## config.mk

```make
export PLATFORM = sky130hd
export DESIGN_NAME = spi_target
export DESIGN_NICKNAME = d
export VERILOG_FILES = /design/src/rtl/spi_target.sv
export SDC_FILE = /design/constraint.sdc
export NUM_CORES = 1
export LEC_CHECK = 0
export ABC_AREA = 1
export BUFFER_PORTS_ARGS = -buffer_cell sky130_fd_sc_hd__clkbuf_2
export CAP_MARGIN = 5
export CORE_AREA = 4 4 101 103
export CTS_CLUSTER_SIZE = 20
export DETAILED_ROUTE_END_ITERATION = 10
export DIE_AREA = 0 0 105 107
export GPL_TIMING_DRIVEN = 0
export PLACE_DENSITY_LB_ADDON = 0.1
export SLEW_MARGIN = 20
export SYNTH_ARGS = -nofsm -noshare
export SYNTH_HDL_FRONTEND = slang
export SYNTH_SLANG_ARGS = --single-unit
```

## constraint.sdc

```tcl
create_clock -name clk -period 3.5 [get_ports clk]
set_input_delay 0.525 -clock clk [delete_from_list [all_inputs] [get_ports clk]]
set_output_delay 0.525 -clock clk [all_outputs]
set_load 0.01 [all_outputs]
```

## src/rtl/spi_target.sv

```systemverilog
`default_nettype none
// ============================================================================
// Module   : spi_target
// Brief    : SPI mode-0 target with synchronized pins, TX hold register and
//            RX FIFO with sticky overrun.
// Revision : 1.0
// ============================================================================
module spi_target #(
   parameter int         RX_DEPTH  = 4,
   parameter logic [7:0] IDLE_BYTE = 8'hFF
) (
   input  logic       clk,
   input  logic       rst,
   input  logic       sclk,
   input  logic       cs,
   input  logic       mosi,
   output logic       miso,
   input  logic [7:0] si,
   input  logic       we,
   output logic       wa,
   output logic [7:0] so,
   output logic       rv,
   input  logic       re,
   output logic       ov,
   input  logic       ov_clr,
   output logic       busy
);
   localparam int c_ADDR_W = $clog2(RX_DEPTH);

   logic [2:0]          r_sclk_sync;
   logic [2:0]          r_cs_sync;
   logic [1:0]          r_mosi_sync;
   logic [2:0]          r_bc;
   logic [6:0]          r_rxs;
   logic [7:0]          r_txs;
   logic [7:0]          r_hold;
   logic                r_hold_v;
   logic                r_reload;
   logic                r_ov;
   logic [c_ADDR_W:0]   r_wr_ptr;
   logic [c_ADDR_W:0]   r_rd_ptr;
   logic [7:0]          r_mem [RX_DEPTH];

   logic                w_active;
   logic                w_mosi;
   logic                w_bit_rise;
   logic                w_bit_fall;
   logic                w_cs_fall;
   logic                w_cs_rise;
   logic                w_byte_done;
   logic [7:0]          w_rx_byte;
   logic                w_tx_load;
   logic                w_we_acc;
   logic                w_empty;
   logic                w_full;
   logic                w_pop;
   logic                w_push_ok;
   logic                w_overrun;

   assign w_active    = ~r_cs_sync[1];
   assign w_mosi      = r_mosi_sync[1];
   assign w_cs_fall   = ~r_cs_sync[1] &  r_cs_sync[2];
   assign w_cs_rise   =  r_cs_sync[1] & ~r_cs_sync[2];
   assign w_bit_rise  = w_active &  r_sclk_sync[1] & ~r_sclk_sync[2];
   assign w_bit_fall  = w_active & ~r_sclk_sync[1] &  r_sclk_sync[2];
   assign w_byte_done = w_bit_rise & (r_bc == 3'd7);
   // Eighth bit bypasses the shift register straight into the FIFO.
   assign w_rx_byte   = {r_rxs, w_mosi};

   assign w_tx_load   = w_cs_fall | (w_bit_fall & r_reload);
   assign w_we_acc    = we & (~r_hold_v | w_tx_load);

   assign w_empty     = (r_wr_ptr == r_rd_ptr);
   assign w_full      = (r_wr_ptr[c_ADDR_W] != r_rd_ptr[c_ADDR_W]) &&
                        (r_wr_ptr[c_ADDR_W-1:0] == r_rd_ptr[c_ADDR_W-1:0]);
   assign w_pop       = re & ~w_empty;
   // A same-cycle pop frees the slot the push needs.
   assign w_push_ok   = w_byte_done & (~w_full | w_pop);
   assign w_overrun   = w_byte_done & w_full & ~w_pop;

   always_ff @(posedge clk or posedge rst) begin
      if (rst) begin
         r_sclk_sync <= 3'b111;
         r_cs_sync   <= 3'b111;
         r_mosi_sync <= 2'b11;
         r_bc        <= 3'd0;
         r_rxs       <= 7'd0;
         r_txs       <= IDLE_BYTE;
         r_reload    <= 1'b0;
      end else begin
         r_sclk_sync <= {r_sclk_sync[1:0], sclk};
         r_cs_sync   <= {r_cs_sync[1:0], cs};
         r_mosi_sync <= {r_mosi_sync[0], mosi};

         if (w_cs_fall) begin
            r_bc     <= 3'd0;
            r_reload <= 1'b0;
         end else if (w_cs_rise) begin
            r_bc <= 3'd0;
         end else if (w_bit_rise) begin
            r_rxs <= w_rx_byte[6:0];
            r_bc  <= r_bc + 3'd1;
            if (r_bc == 3'd7) r_reload <= 1'b1;
         end else if (w_bit_fall && r_reload) begin
            r_reload <= 1'b0;
         end

         if (w_tx_load)
            r_txs <= r_hold_v ? r_hold : IDLE_BYTE;
         else if (w_bit_fall)
            r_txs <= {r_txs[6:0], 1'b0};
      end
   end

   always_ff @(posedge clk or posedge rst) begin
      if (rst) begin
         r_hold   <= 8'h00;
         r_hold_v <= 1'b0;
      end else if (w_we_acc) begin
         r_hold   <= si;
         r_hold_v <= 1'b1;
      end else if (w_tx_load) begin
         r_hold_v <= 1'b0;
      end
   end

   always_ff @(posedge clk or posedge rst) begin
      if (rst) begin
         r_wr_ptr <= '0;
         r_rd_ptr <= '0;
         r_ov     <= 1'b0;
      end else begin
         if (w_pop)     r_rd_ptr <= r_rd_ptr + 1'b1;
         if (w_push_ok) r_wr_ptr <= r_wr_ptr + 1'b1;
         if (w_overrun)   r_ov <= 1'b1;
         else if (ov_clr) r_ov <= 1'b0;
      end
   end

   always_ff @(posedge clk) begin
      if (w_push_ok) r_mem[r_wr_ptr[c_ADDR_W-1:0]] <= w_rx_byte;
   end

   assign miso = w_active ? r_txs[7] : 1'b1;
   assign wa   = r_hold_v;
   assign rv   = ~w_empty;
   assign so   = w_empty ? 8'h00 : r_mem[r_rd_ptr[c_ADDR_W-1:0]];
   assign ov   = r_ov;
   assign busy = w_active;
endmodule
`default_nettype wire

```

==> flow_results.org, run 1 <==
** Yosys
- After Yosys synthesis, XOR and XNOR cells account for 0.5226% of the synthesized area.
- Top cells by area, synth :: edfxtp_1 29%, dfrtp_1 20%, dfstp_2 13%
- Synth Area in Compound Gates :: 7.764%
- The synthesized netlist occupies a cell area of 3352 um^2.
- Sequential cell area fraction in the yosys report :: around 61%
- Synthesized flop and latch total :: 75
- The commonest cells after synthesis are 71 x nand2_1, 38 x nor2_1, 32 x edfxtp_1.
- Multiplexer cells account for 0% of the synthesized area.
- The number of nets in the synthesized netlist is 350.
- After Yosys synthesis, and, or, nand and nor cells account for 20.12% of the synthesized area.
- Of all cell types, the one taking the most synthesized area is edfxtp_1.
- Count of flip-flops with a built-in enable after synthesis :: 32
- Warnings, synthesis :: 0
- Area share of the largest cell type after synthesis :: about 29%
- Synth Flop Type :: edfxtp_1
- The netlist uses 29 different library cells.
- Synth Instances :: between 300 and 400
- Synthesized area per cell :: 10.35 um^2
- nand2_1 is the most common cell in the netlist.
- Post-Synth Adder-Cell Area :: 3.733%
- Dominant combinational cell family by area after synthesis :: simple AND/OR/NAND/NOR gates
- Of all flip-flops after synthesis, the portion carrying an async set or reset was 57.33%.

** Placement
- In this run the tool buffered the top-level ports with 27 buffer cells.
- Pre-CTS worst setup slack :: 1.347 ns
- Dpl hpwl :: 4412 um
- GP Congestion :: 0.7364
- The placed instances occupy a cell area of 3646 um^2.

** Worst setup path
- Slowest cell on the critical path :: dfrtp_1
- The worst setup path is captured at an output pin.
- Data required time at the worst endpoint :: between 2 and 3 ns
- Buf+Inv Stages, Crit Path :: 4
- Grouping stages by cell kind, the critical path spends the most delay in buffers and inverters.
- The worst setup path is launched from a flip-flop.
- In this design, the stage delay of the slowest critical-path cell is 0.37 ns.
- Critical path start-end classification :: reg -> out
- Ordered cell list for the critical path :: buf_6, buf_2, o21ai_0, o22ai_1, nand2_1, inv_1, clkbuf_2
- Critical path arrival :: 1.67 ns
- Along the worst path, the maximum fanout reaches 10.

** Power and ir drop
- The completed layout was analyzed and its total power is 2.527 mW.
- The analysis attributes to cell leakage a power of around 1.8 nW.
- Sequential share of power :: 44.8%
- Worst supply voltage drop on vdd :: 0.2389 mV
- Relative contribution of combinational cells to total power :: 27.4%
- Net switching power figure :: between 0.8 and 0.9 mW
- Switching power as a share of total power :: 34.30%
- Power density of the placed cells :: 655.7 nW/um^2
- Int Power :: 1.660 mW
- The clock network burns 27.8% of the power.

** Clocking
- Clk root buf :: clkbuf_8
- The number of hold buffers added after CTS was 0.
- TritonCTS built the clock tree.
- Clock Latency Late Sink :: 0.35 ns
- The clock passes through at most 2 buffers.
- The tree built by TritonCTS fans out to 75 sinks.
- In this run, CTS created clock tree buffers numbering 9.
- Clock-pin slew was measured on the worst setup and hold paths at 0.09 ns.
- Number of instances resized during post-cts repair :: 0
- CTS H-tree depth :: 3
- Post-CTS timing repair inserted 0 buffers for setup.

** Timing
- Across the routed clock network, the largest skew measured is 0.01073 ns.
- Final Hold Violating Endpoints :: 0
- Derived from the worst setup path, the maximum achievable clock frequency is roughly 0.46 GHz.
- The max-slew violation total from the final report came to 0.
- Setup slack on the critical path of the routed design comes to ~1.3 ns.
- The worst pin sits at a relative slew slack of 45.03%.
- Crit path time final :: 2.193 ns
- Adding up every negative setup slack in the final design gives 0 ns.
- Number of endpoints failing setup at the final stage :: 0
- Slew at the pin closest to its max-slew limit :: 0.8216 ns
- The final critical path takes up a little over three fifths of the cycle.
- RSZ-0062 raised after global routing :: no

** GRT
- For this run, the total global-route usage over all layers was measured as 12.48%.
- The initial antenna violation count came to 0.
- The first global-routing pass estimated 11110 um of wire.
- The number of global-route vias before repair was ~2300.
- Entering global routing, the biggest net connects 30 pins.
- Total congestion overflow :: 0

** Flow run
- Maximum capacitance violations :: 0

** Final layout
- Finished layout cell area :: 3854 um^2
- Signed area change from the synthesized netlist to the final layout :: 14.97%
- Share of final-layout standard cells stronger than drive strength 1 :: roughly a quarter
- Final core utilization :: 41.90%
- After the last flow step, the layout net total stands at 389.
- The number of antenna diodes in the final layout is 0.

** Detailed routing
- First-pass detailed-route iteration total :: 4
- Vias post-DR :: 2248
- Using the TritonRoute via totals, the vias-per-cell ratio works out to 4.693.
- The routed design has 6558 um of wire.
- Number of violations reported at the end of detailed-routing iteration 0 :: 70
- # DRC :: 0
- Dividing the detail-routed wire length by the instance count gives between 10 and 15 um.
- Remaining number of nets flagged by the antenna check after routing :: 0

** Floorplan
- Initial cell density of the core :: about 36%
- Row generation in the floorplan step produced 35 rows.
- The floorplan step defined a die boundary enclosing 11240 um^2.
- The floorplan step set the die height to 107 um.
- Top-level port count :: 29
- From left edge to right edge, the die measures 105 um.
- Area inside the core boundary :: 9196 um^2

** Hold path
- The tightest min-delay check is of the in -> async type.

** Status
- Result of the run :: finished, final reports clean
==> power by group through the flow <==
stage	registers (mW)	logic, mW	clock network [mW]
final	1.13	0.692	0.702
after global routing	1.15	0.807	0.761
after CTS	1.14	0.717	0.725
after detailed placement	1.15	0.714	0
after global placement	1.15	0.708	0
after floorplan	1.13	0.495	0
==> final cells by class <==
| cell class | count | area, um^2 |
|---|---|---|
| Buffer | 10 | 91.34 |
| Clock buffer | 9 | 123.9 |
| Clock inverter | 7 | 83.83 |
| Fill cell | 927 | 5343 |
| Inverter | 33 | 126.4 |
| Multi-Input combinational cell | 206 | 1077 |
| Sequential cell | 75 | 2057 |
| Tap cell | 111 | 138.9 |
| Timing Repair Buffer | 28 | 155.1 |
==> stage by stage <==
| stage | hold WS (ns) | cells |
|---|---|---|
| after floorplan | 0.3452 | 324 |
| after global placement | 0.3466 | 462 |
| after detailed placement | 0.3472 | 463 |
| after CTS | 0.1110 | 479 |
| after global routing | 0.1219 | 479 |
| final | 0.1067 | 479 |
==> layer usage <==
metal  vias to the layer above  track usage, %  wire, um
met1                      1064           15.55      3173
met3                         2           3.251       228
met5                         -               0         0
li1                       1150               -         -
met2                        32           21.22      3122
met4                         0           3.936        35
==> worst reg2reg max path, delay by kind of cell (launching register included) <==
| family | cells | cell delay [ns] |
|---|---|---|
| buffers and inverters | 1 | 0.06 |
| adder cells (fa/ha/maj) | 2 | 0.30 |
| AND/OR/NAND/NOR | 3 | 1.01 |
| flip-flops | 1 | 0.38 |
==> logic make-up after synthesis <==
| group | after synthesis |
|---|---|
| flops | 75 |
| compound gates | 41 |
| fa+ha+maj | 10 |
| buf+inv | 43 |
| xor+xnor | 2 |
| simple gates | 153 |
==> placed cells by master (no fill, tap or decap) <==
master      Yosys  layout
inv_6           0       2
xor2_1          2       2
inv_2           3       4
o21ai_1         4       4
clkinv_4        0       2
inv_1          29      28
nand2_4         1       1
inv_4           1       1
clkbuf_1        1       1
ha_1           10      10
nand4_1         1       1
buf_12          0       1
nor2_4          1       1
nand3_2         3       3
o211ai_2        3       3
a21oi_2         3       3
nand3_1        25      25
buf_2           1       1
nand2_2        10      10
buf_6           6       6
o211ai_1        4       4
bufinv_16       0       1
edfxtp_1       32      32
inv_8           0       1
buf_4           2       2
dfstp_2        16      16
nor2_1         38      38
or2_1           1       1
nand2_1        71      71
clkbuf_2        0      27
clkinvlp_4      0       1
o21ai_0        18      18
clkbuf_8        0       9
o22ai_1         8       8
nor2_2          2       2
dfrtp_1        27      27
a31oi_1         1       1
==> final timing paths <==
path	start	to	slack, ns	cells after the start
max	r_rd_ptr[0]$_DFFE_PP0P_	so[2]	1.31	7
min	rst	r_hold[4]$_DFFE_PP0P_	0.11	2
max reg2reg	r_bc[0]$_DFFE_PP0P_	r_mem[3][1]$_DFFE_PP_	1.39	6
min reg2reg	r_cs_sync[0]$_DFF_PP1_	r_cs_sync[1]$_DFF_PP1_	0.36	0
max in group asynchronous	rst	r_txs[1]$_DFFE_PP1P_	2.86	3
min in group clk	mosi	r_mosi_sync[0]$_DFF_PP1_	0.25	1
==> registers in the layout, summed over array words and instances, names as in the netlist <==
register and cells:
ov 1, wa 1, r_rxs 7, r_cs_sync 3
r_sclk_sync 3, r_mem 32, r_rd_ptr 3, r_hold 8
r_reload 1, r_mosi_sync 2, r_wr_ptr 3, r_bc 3
r_txs 8
Power figures use the tool's default switching activity.
==> run 2: changes to the inputs <==
clock period = 1.8 ns   (was 3.5 ns; I/O delays follow)
==> run 2 against run 1 <==
The run now ends with negative setup slack left; utilization up 4.1 points; sequential power grew 96%; clock skew is 0.00092 ns lower; non-clock buffer count rose by 18; die area is the same; register-to-register slack got worse by 1.3 ns; first-iteration DRC count is 7.1% higher; design area is 9.7% higher; sequential cell count did not move; global-route usage up 0.38 points; critical endpoint unchanged.
==> flow_results.org, run 2 (synthesis results as in run 1) <==
** Timing
- Setup WS post-layout :: -0.08008 ns (-1.387 ns)
- Number of endpoints failing setup at the final stage :: 8 (+8)
- The smallest clock period supported by the final layout is computed as 1.880 ns.
- Total count of max-transition violations in the final report :: 0 (unchanged)
- The clock tree skew after final layout came to 0.009810 ns (-0.0009215 ns).
- The relative slew slack came to 72.59% (+28 points).
- Setup repair after global routing could not meet its margin everywhere.
- The final count of hold timing violations came to 0 (unchanged).
- Final worst hold slack :: 0.1076 ns (+0.0009250 ns)
- Achievable Freq :: 0.5319 GHz
- The slew at the pin with the worst max-slew slack was 0.4111 ns (-0.4105 ns).
- After layout, the worst path uses 104.4% of the clock period.
- The sum of negative setup slack was -0.5443 ns (-0.5443 ns).

** Final layout
- Area of the multi-input gates :: 1199 um^2 (+11%)
- The finished layout cell area is 4228 um^2 (+9.7%).
- Share of final-layout standard cells stronger than drive strength 1 :: 35.23% (+8.9 points)
- Footprint of the flip-flops and latches :: 2057 um^2 (unchanged)
- In the layout the commonest cells are 61 x nand2_1, 34 x nor2_1, 32 x edfxtp_1, 27 x dfrtp_1, 25 x nand3_1.
- Nets :: 407 (+4.6%)
- The number of flip-flops under the largest register name came to 32 (unchanged).
- Number of diodes :: 0 (unchanged)
- Leaving out fill and tap cells, the most frequent cell in the layout is nand2_1.
- Final core utilization :: 45.97% (+4.1 points)
- From synthesis to final layout, the design area changed by 26.13%.
- Fillers :: 903 (-2.6%)

** Floorplan
- The row count was 35 (unchanged).
- Die footprint :: 11240 um^2 (unchanged)
- Area inside the core boundary :: 9196 um^2 (unchanged)
- Y dimension of the die :: 107 um (unchanged)
- Die Width :: 105 um (unchanged)
- Top-level port count :: 29 (unchanged)
- The initial standard-cell utilization of the core came to 36.45% (unchanged).

** Clocking
- CTS clk-pin slew, worst paths :: 0.08 ns (about the same)
- The maximum level of the CTS H-tree was 3 (unchanged).
- The deepest clock path buffer count came to 2 (unchanged).
- TritonCTS built the clock tree.
- Clock sink total :: 75 (unchanged)
- TritonCTS Buffers :: 9 (unchanged)
- Clock Latency Late Sink :: 0.35 ns (about the same)
- Clock tree synthesis selected as its root buffer the cell clkbuf_8.

** Status
- The checks that failed: negative setup slack.
- Result of the run :: finished with violations

** Detailed routing
- First-pass detailed-route iteration total :: 4 (unchanged)
- The DRC marker count from the first detailed-route iteration was 75 (+7.1%).
- Vias post-DR :: 2342 (+4.2%)
- # DRC :: 0 (unchanged)
- The via density per instance is 4.712 (+0.41%).
- The detailed-route wire length was 6775 um (+3.3%).
- Wirelength per Cell :: 13.63 um (-0.43%)
- The post-detailed-route count of antenna-violating nets came to 0 (unchanged).

** Worst setup path
- The worst setup path is launched from a flip-flop.
- Critical Path End Type :: output pin
- The peak fanout along the critical path was 5 (-5).
- The flop-to-flop setup slack was 0.09 ns (-1.30 ns).
- Critical path arrival :: 1.61 ns (-0.06 ns)
- Data required time at the worst endpoint :: 1.53 ns (-1.44 ns)
- Critical path start-end classification :: reg -> out

** Power and ir drop
- Worst supply voltage drop on vdd :: 0.4739 mV (+98%)
- The leakage power came to 1.906 nW (+8.3%).
- Power density of the placed cells :: 1317 nW/um^2 (+100%)

** Placement
- Number of buffers added on ports :: 27 (unchanged)
- Dpl hpwl :: 4412 um (unchanged)
- The final RePlAce weighted congestion came to 0.7364 (unchanged).
- Cell area after placement :: 3646 um^2 (unchanged)

** GRT
- Initial antenna violation count :: 0 (unchanged)
- All-Layer GR Usage :: 12.86% (+0.38 points)
- Maximum number of pins on one net before global-route repair :: 30 (unchanged)
- The wire length of the first global-routing pass came to 11430 um (+2.9%).
- The number of global-route vias before repair came to 2332 (+2.3%).
- Total congestion overflow :: 0 (unchanged)

** Hold path
- Min-delay worst type :: in -> reg

** Flow run
- Maximum capacitance violations :: 0 (unchanged)
-- run 2: changes by cell type in the layout (fill, tap and decap cells not counted), sizes merged --
cell         delta
dlygate4sd3     +4
buf            +20
clkbuf          -6
-- run 2: where the power goes --
group | switching [mW] | internal (mW) | total, mW
sequential | 0.159 | 2.05 | 2.21
clock | 0.699 | 0.665 | 1.36
combinational | 1.05 | 0.951 | 2.00
total | 1.91 | 3.66 | 5.57
-- run 2: metal layers --
| metal | global-route usage, % | wire, um |
|---|---|---|
| met1 | 16.17 | 3252 |
| met2 | 21.81 | 3262 |
| met3 | 3.251 | 215 |
| met4 | 3.936 | 44 |
| met5 | 0 | 0 |
-- run 2: final cells by class --
cell class / count / area share, %
plain buffers: 10 / 2.486
repair buffers: 46 / 9.145
clock buffers: 9 / 2.930
flip-flops and latches: 75 / 48.65
clock inverters: 7 / 1.983
well taps: 111 / 3.285
multi-input cells: 206 / 28.35
inverters: 33 / 3.167
-- run 2: final timing paths --
path / from / endpoint / depth (start not counted)
max in group asynchronous: rst / r_txs[1]$_DFFE_PP1P_ / 4
setup / recovery: r_rd_ptr[1]$_DFFE_PP0P_ / so[2] / 9
hold reg to reg: r_cs_sync[0]$_DFF_PP1_ / r_cs_sync[1]$_DFF_PP1_ / 0
setup reg to reg: r_rd_ptr[0]$_DFFE_PP0P_ / r_mem[0][1]$_DFFE_PP_ / 9
hold / removal: ov_clr / ov$_DFFE_PP0P_ / 2
min in group asynchronous: rst / r_hold[4]$_DFFE_PP0P_ / 3
-- run 2: what timing repair did --
action | in CTS | in global routing
endpoints found under the hold margin | 9 | 0
cloned | 1 | 0
setup endpoints to repair | 41 | 45
setup buffers | 10 | 3
gates resized for setup | 22 | 38
pin swaps | 3 | 11
hold buffers | 4 | 0
-- run 2: worst max-delay path: stages, from the launching register on --
cell,delay (ns)
dfrtp_1,0.43
buf_6,0.15
nand2_4,0.05
nand2_4,0.05
nor2_4,0.13
nand2_4,0.09
buf_8,0.15
nand2_2,0.07
inv_1,0.03
clkbuf_2,0.11
-- run 2: per-stage QoR --
stage	worst slack [ns]	total power [mW]	std cells
6_report	-0.08008	5.569	497
5_1_grt	-0.2055	5.951	497
4_1_cts	-0.1395	5.396	494
3_5_place_dp	-0.3527	3.627	463
3_3_place_gp	-0.3329	3.611	462
2_1_floorplan	0.08204	3.154	324
